--- src/rtl/sram_axi_bridge.sv ---
// rtl/sram_axi_bridge.sv - SRAM-like inst/data request responder issuing single-beat AXI transactions
module sram_axi_bridge (
    input  logic        clk,
    input  logic        resetn,
    input  logic        inst_req,
    input  logic [31:0] inst_addr,
    output logic        inst_addr_ok,
    output logic        inst_data_ok,
    output logic [31:0] inst_rdata,
    input  logic        data_req,
    input  logic        data_wr,
    input  logic [1:0]  data_size,
    input  logic [31:0] data_addr,
    input  logic [31:0] data_wdata,
    output logic        data_addr_ok,
    output logic        data_data_ok,
    output logic [31:0] data_rdata,
    output logic [3:0]  arid,
    output logic [31:0] araddr,
    output logic [2:0]  arsize,
    output logic        arvalid,
    input  logic        arready,
    input  logic [31:0] rdata,
    input  logic        rvalid,
    output logic        rready,
    output logic [31:0] awaddr,
    output logic [2:0]  awsize,
    output logic        awvalid,
    input  logic        awready,
    output logic [31:0] wdata,
    output logic [3:0]  wstrb,
    output logic        wvalid,
    input  logic        wready,
    input  logic        bvalid,
    output logic        bready
);

    typedef enum logic [2:0] {S_IDLE, S_AR, S_R, S_AW_W, S_B} state_t;

    state_t      state;
    state_t      state_nxt;
    logic        own_q;
    logic        wr_q;
    logic [1:0]  size_q;
    logic [31:0] addr_q;
    logic [31:0] wdata_q;
    logic        aw_done_q;
    logic        w_done_q;
    logic        accept_data;
    logic        accept_inst;
    logic        aw_ok;
    logic        w_ok;

    assign accept_data = (state == S_IDLE) && data_req;
    assign accept_inst = (state == S_IDLE) && inst_req && !data_req;

    // A channel counts as done if it completed earlier or is completing now.
    assign aw_ok = aw_done_q || (awvalid && awready);
    assign w_ok  = w_done_q  || (wvalid && wready);

    always_ff @(posedge clk or negedge resetn) begin
        if (!resetn) begin
            state <= S_IDLE;
        end else begin
            state <= state_nxt;
        end
    end

    always_comb begin
        state_nxt = state;
        case (state)
            S_IDLE: begin
                if (accept_data) begin
                    state_nxt = data_wr ? S_AW_W : S_AR;
                end else if (accept_inst) begin
                    state_nxt = S_AR;
                end
            end
            S_AR:    if (arready) state_nxt = S_R;
            S_R:     if (rvalid) state_nxt = S_IDLE;
            S_AW_W:  if (aw_ok && w_ok) state_nxt = S_B;
            S_B:     if (bvalid) state_nxt = S_IDLE;
            default: state_nxt = S_IDLE;
        endcase
    end

    always_comb begin
        data_addr_ok = accept_data;
        inst_addr_ok = accept_inst;
        arvalid      = (state == S_AR);
        rready       = (state == S_R);
        awvalid      = (state == S_AW_W) && !aw_done_q;
        wvalid       = (state == S_AW_W) && !w_done_q;
        bready       = (state == S_B);
        case (size_q)
            2'd0:    wstrb = 4'b0001 << addr_q[1:0];
            2'd1:    wstrb = 4'b0011 << {addr_q[1], 1'b0};
            default: wstrb = 4'b1111;
        endcase
    end

    assign arid   = {3'b000, own_q};
    assign araddr = addr_q;
    assign awaddr = addr_q;
    assign arsize = {1'b0, size_q};
    assign awsize = {1'b0, size_q};
    assign wdata  = wdata_q;

    always_ff @(posedge clk or negedge resetn) begin
        if (!resetn) begin
            own_q   <= 1'b0;
            wr_q    <= 1'b0;
            size_q  <= 2'd0;
            addr_q  <= 32'd0;
            wdata_q <= 32'd0;
        end else if (accept_data) begin
            own_q   <= 1'b1;
            wr_q    <= data_wr;
            size_q  <= data_size;
            addr_q  <= data_addr;
            wdata_q <= data_wdata;
        end else if (accept_inst) begin
            own_q   <= 1'b0;
            wr_q    <= 1'b0;
            size_q  <= 2'd2;
            addr_q  <= inst_addr;
            wdata_q <= 32'd0;
        end
    end

    always_ff @(posedge clk or negedge resetn) begin
        if (!resetn) begin
            aw_done_q <= 1'b0;
            w_done_q  <= 1'b0;
        end else if (state != S_AW_W) begin
            aw_done_q <= 1'b0;
            w_done_q  <= 1'b0;
        end else begin
            if (awvalid && awready) aw_done_q <= 1'b1;
            if (wvalid && wready)   w_done_q  <= 1'b1;
        end
    end

    // Response pulses and read data are registered so the core sees them the cycle after the handshake.
    always_ff @(posedge clk or negedge resetn) begin
        if (!resetn) begin
            inst_data_ok <= 1'b0;
            data_data_ok <= 1'b0;
            inst_rdata   <= 32'd0;
            data_rdata   <= 32'd0;
        end else begin
            inst_data_ok <= (state == S_R) && rvalid && !own_q;
            data_data_ok <= ((state == S_R) && rvalid && own_q) || ((state == S_B) && bvalid);
            if ((state == S_R) && rvalid) begin
                if (own_q) data_rdata <= rdata;
                else       inst_rdata <= rdata;
            end
        end
    end

    wire unused_ok = wr_q;

endmodule

--- config.mk ---
export PLATFORM = sky130hd
export DESIGN_NAME = sram_axi_bridge
export DESIGN_NICKNAME = d
export VERILOG_FILES = /design/src/rtl/sram_axi_bridge.sv
export SDC_FILE = /design/constraint.sdc
export NUM_CORES = 1
export LEC_CHECK = 0
export CAP_MARGIN = 20
export CELL_PAD_IN_SITES_DETAIL_PLACEMENT = 1
export CELL_PAD_IN_SITES_GLOBAL_PLACEMENT = 1
export CORE_AREA = 2 2 100 198
export DETAILED_ROUTE_END_ITERATION = 10
export DIE_AREA = 0 0 102 200
export GPL_TIMING_DRIVEN = 0
export MAX_ROUTING_LAYER = met4
export PLACE_DENSITY = 0.81
export SLEW_MARGIN = 15
export SYNTH_ARGS = -nofsm -noshare
export SYNTH_HDL_FRONTEND = slang
export SYNTH_SLANG_ARGS = --single-unit
--- constraint.sdc ---
create_clock -name clk -period 2.4 [get_ports clk]
set_input_delay 0.6 -clock clk [delete_from_list [all_inputs] [get_ports clk]]
set_output_delay 0.6 -clock clk [all_outputs]
set_load 0.02 [all_outputs]
==> impl_metrics.toml <==
[outcome]
status = "complete, no violations"

[drt]
firstDrtPassIters = 4
totalWireLength_um = 21200
vias = 4855
viasPerCell = 4.61
drtAntennaViolNets = 0
drc = 0
detail_route.wl_per_cell_um = 20.2
first_iter_violations = 66

[clock_network]
cts.sinks = 138
clockBufferDepth = 2
clk_pin_slew_ns = 0.06
htreeDepth = 4
holdBufCountCts = 0
cts_root_buffer = "clkbuf_16"
numCtsBuffers = 17
tritoncts = "yes"
clk_latency_ns = 0.42

[final_layout]
syn2layout_area_growth_pct = 72.8
n_antenna_cell = 0
drive_gt1_share_pct = 21.1
nNetsFinal = 927

[critical_path]
crit_required_ns = 1.80
cp_max_fo = 10
worstPathArrival_ns = 1.72
worstSetupStartpointType = "flop"
critPathKind = "flop to output pin"
end_kind = "output pin"

[logic_synthesis]
ys_types = 32
synth_top_family_by_area = "multiplexers"
synth_compound_area_share_pct = 9.00
seq_area_frac_synth_pct = 59.9
synthAdderAreaFrac_pct = 0
synth_seq_cells = 138
avgSynthCellArea_um2 = 13.0
yosys.area_share.simple_pct = 5.16
syn_inst = 443
syn_area_um2 = 5770
synth_xor_xnor_area_share_pct = 0
yosys-mux-area-fraction_pct = 18.2
yosysWarnings = 0

[power]
pwr_density_cell_nw_per_um2 = 1470
vdd_drop_max_v = 0.000647
p_leak_nw = 4.50

[placement]
gp_congestion = 0.800
pre_cts_slack_ns = -0.424
place_hpwl_um = 16800
port_buffers = 316

[grt]
grt_pass1_vias = 5597
grt_usage_pct = 21.5
grt_max_degree = 74
overflow = 0
antenna_found_initial = 0
grt_pass1_wl_um = 31400

[sta]
layout_setup_ws_ns = 0.0796
worst_hold_slack_ns = 0.175
worstMarginPinSlew_ns = 0.684
clock.fmax_mhz = 431
fin_skew_ns = 0.0133
period_minus_slack_ns = 2.32
finalHoldViolations = 0
rsz0062_at_grt = "false"
relSlewSlack_pct = 54.1
slew_viol_final = 0
fin_crit_sh_pct = 96.7
setup_viol = 0

[floorplan]
die_area_um2 = 20400
dieWidth_um = 102
chipHeight_um = 200
core_um2 = 18800
boundaryPins = 323
rows = 71
initial_core_util_pct = 30.6

[hold_path]
hp-class = "input port to asynchronous set/reset pin"

[job]
maxCapViolCount = 0
[critical path, stage by stage, from the launching register on]
cell and delay, ns:
dfrtp_1 0.37, buf_6 0.14, nor3_4 0.26, nand2_4 0.08, clkinv_2 0.12, buf_6 0.16, buf_2 0.17
[layer usage]
metal	track usage [%]	routed length, µm	vias up
li1	-	-	2191
met1	19.7	6760	2401
met2	41.2	12600	223
met3	4.87	1180	40
met4	8.94	721	0
met5	-	0	-
[where the power goes]
group	switching (mW)	internal, mW
sequential	0.823	3.43
clock	1.00	1.78
combinational	3.77	3.89
[cell type report]
cell class	count	area, µm²
timing repair buffer	321	3210
clock buffer	19	453
buffer	64	440
sequential	138	3460
inverter	4	16.3
tap	255	319
clock inverter	11	170
multi-input combinational	241	1900
fill	2024	8860
[logic make-up after synthesis]
kind of cell / Yosys count
flip-flops: 138
buffers and inverters: 68
other: 1
AO/OA/AOI/OAI: 76
AND/OR/NAND/NOR: 63
multiplexers: 97
[cell usage after synthesis]
master	count	area (µm²)
a21oi_1	1	5.00
a22o_1	33	289
a22oi_1	1	7.51
a2bb2oi_1	1	8.76
and3b_1	1	8.76
buf_2	12	60.1
buf_4	40	300
buf_6	3	33.8
clkbuf_1	9	33.8
clkinv_1	1	3.75
conb_1	1	3.75
dfrtp_1	138	3450
inv_1	3	11.3
mux2_1	2	22.5
mux2_2	63	709
mux2i_1	32	320
nand2_1	43	161
nand2_2	1	6.26
nand2b_1	4	25.0
nand3_2	1	10.0
nand3b_1	1	7.51
nor2_1	7	26.3
nor2_4	1	11.3
nor3_1	1	5.00
nor3_2	1	10.0
nor3b_1	1	7.51
nor3b_4	1	18.8
o21ai_0	36	180
o21ai_1	1	5.00
o22a_1	1	8.76
o22ai_1	1	6.26
o32ai_1	1	8.76
[placed cells by master (no fill, tap or decap), types with 2 or more instances in the layout]
master and instances:
a22o_1 33, buf_2 11, buf_4 45, buf_6 6, bufinv_16 4, clkbuf_1 9
clkbuf_16 17, clkbuf_8 2, clkdlybuf4s50_1 305, clkinv_2 3, clkinvlp_4 3, conb_1 5
dfrtp_1 133, dfrtp_2 5, dlygate4sd2_1 7, inv_1 3, mux2_1 2, mux2_2 63
mux2i_1 32, nand2_1 42, nand2b_1 4, nor2_1 7, o21ai_0 36
[path summary, 6_finish.rpt]
check,from,to,slack (ns),depth (start not counted)
min in group clk,inst_rdata[2]$_DFFE_PN0P_,inst_rdata[2]$_DFFE_PN0P_,0.50,1
worst max-delay path,state[0]$_DFFE_PN0P_,data_addr_ok,0.08,6
max in group asynchronous,resetn,inst_rdata[18]$_DFFE_PN0P_,1.41,2
worst min-delay path,resetn,inst_rdata[7]$_DFFE_PN0P_,0.17,1
worst min register to register,inst_rdata[2]$_DFFE_PN0P_,inst_rdata[2]$_DFFE_PN0P_,0.50,1
worst max register to register,state[0]$_DFFE_PN0P_,araddr[16]$_DFFE_PN0P_,0.38,8
[timing repair]
item | in CTS | in global routing
setup buffers | 2 | 2
resized for setup | 24 | 7
pin swaps | 2 | 2
endpoints found under the setup margin | 10 | 2
[per-stage QoR]
stage	util, %	cell area (µm²)	setup TNS (ns)	power, mW	instances
after floorplan	-	5780	0	7.96	447
after global placement	49.2	9270	-620.12	11.6	1018
after detailed placement	49.4	9300	-2.11	12.0	1019
after CTS	52.8	9940	0	14.9	1051
after global routing	52.9	9970	0	15.4	1053
final	52.9	9970	0	14.7	1053
[state kept, by name (all words and copies together), names as in the netlist, 2 cells and up]
register and flops:
inst_rdata 32, state 3, araddr 32, data_rdata 32, wdata 32, size_q 2
Note: power is estimated with default switching activity, not from simulation.
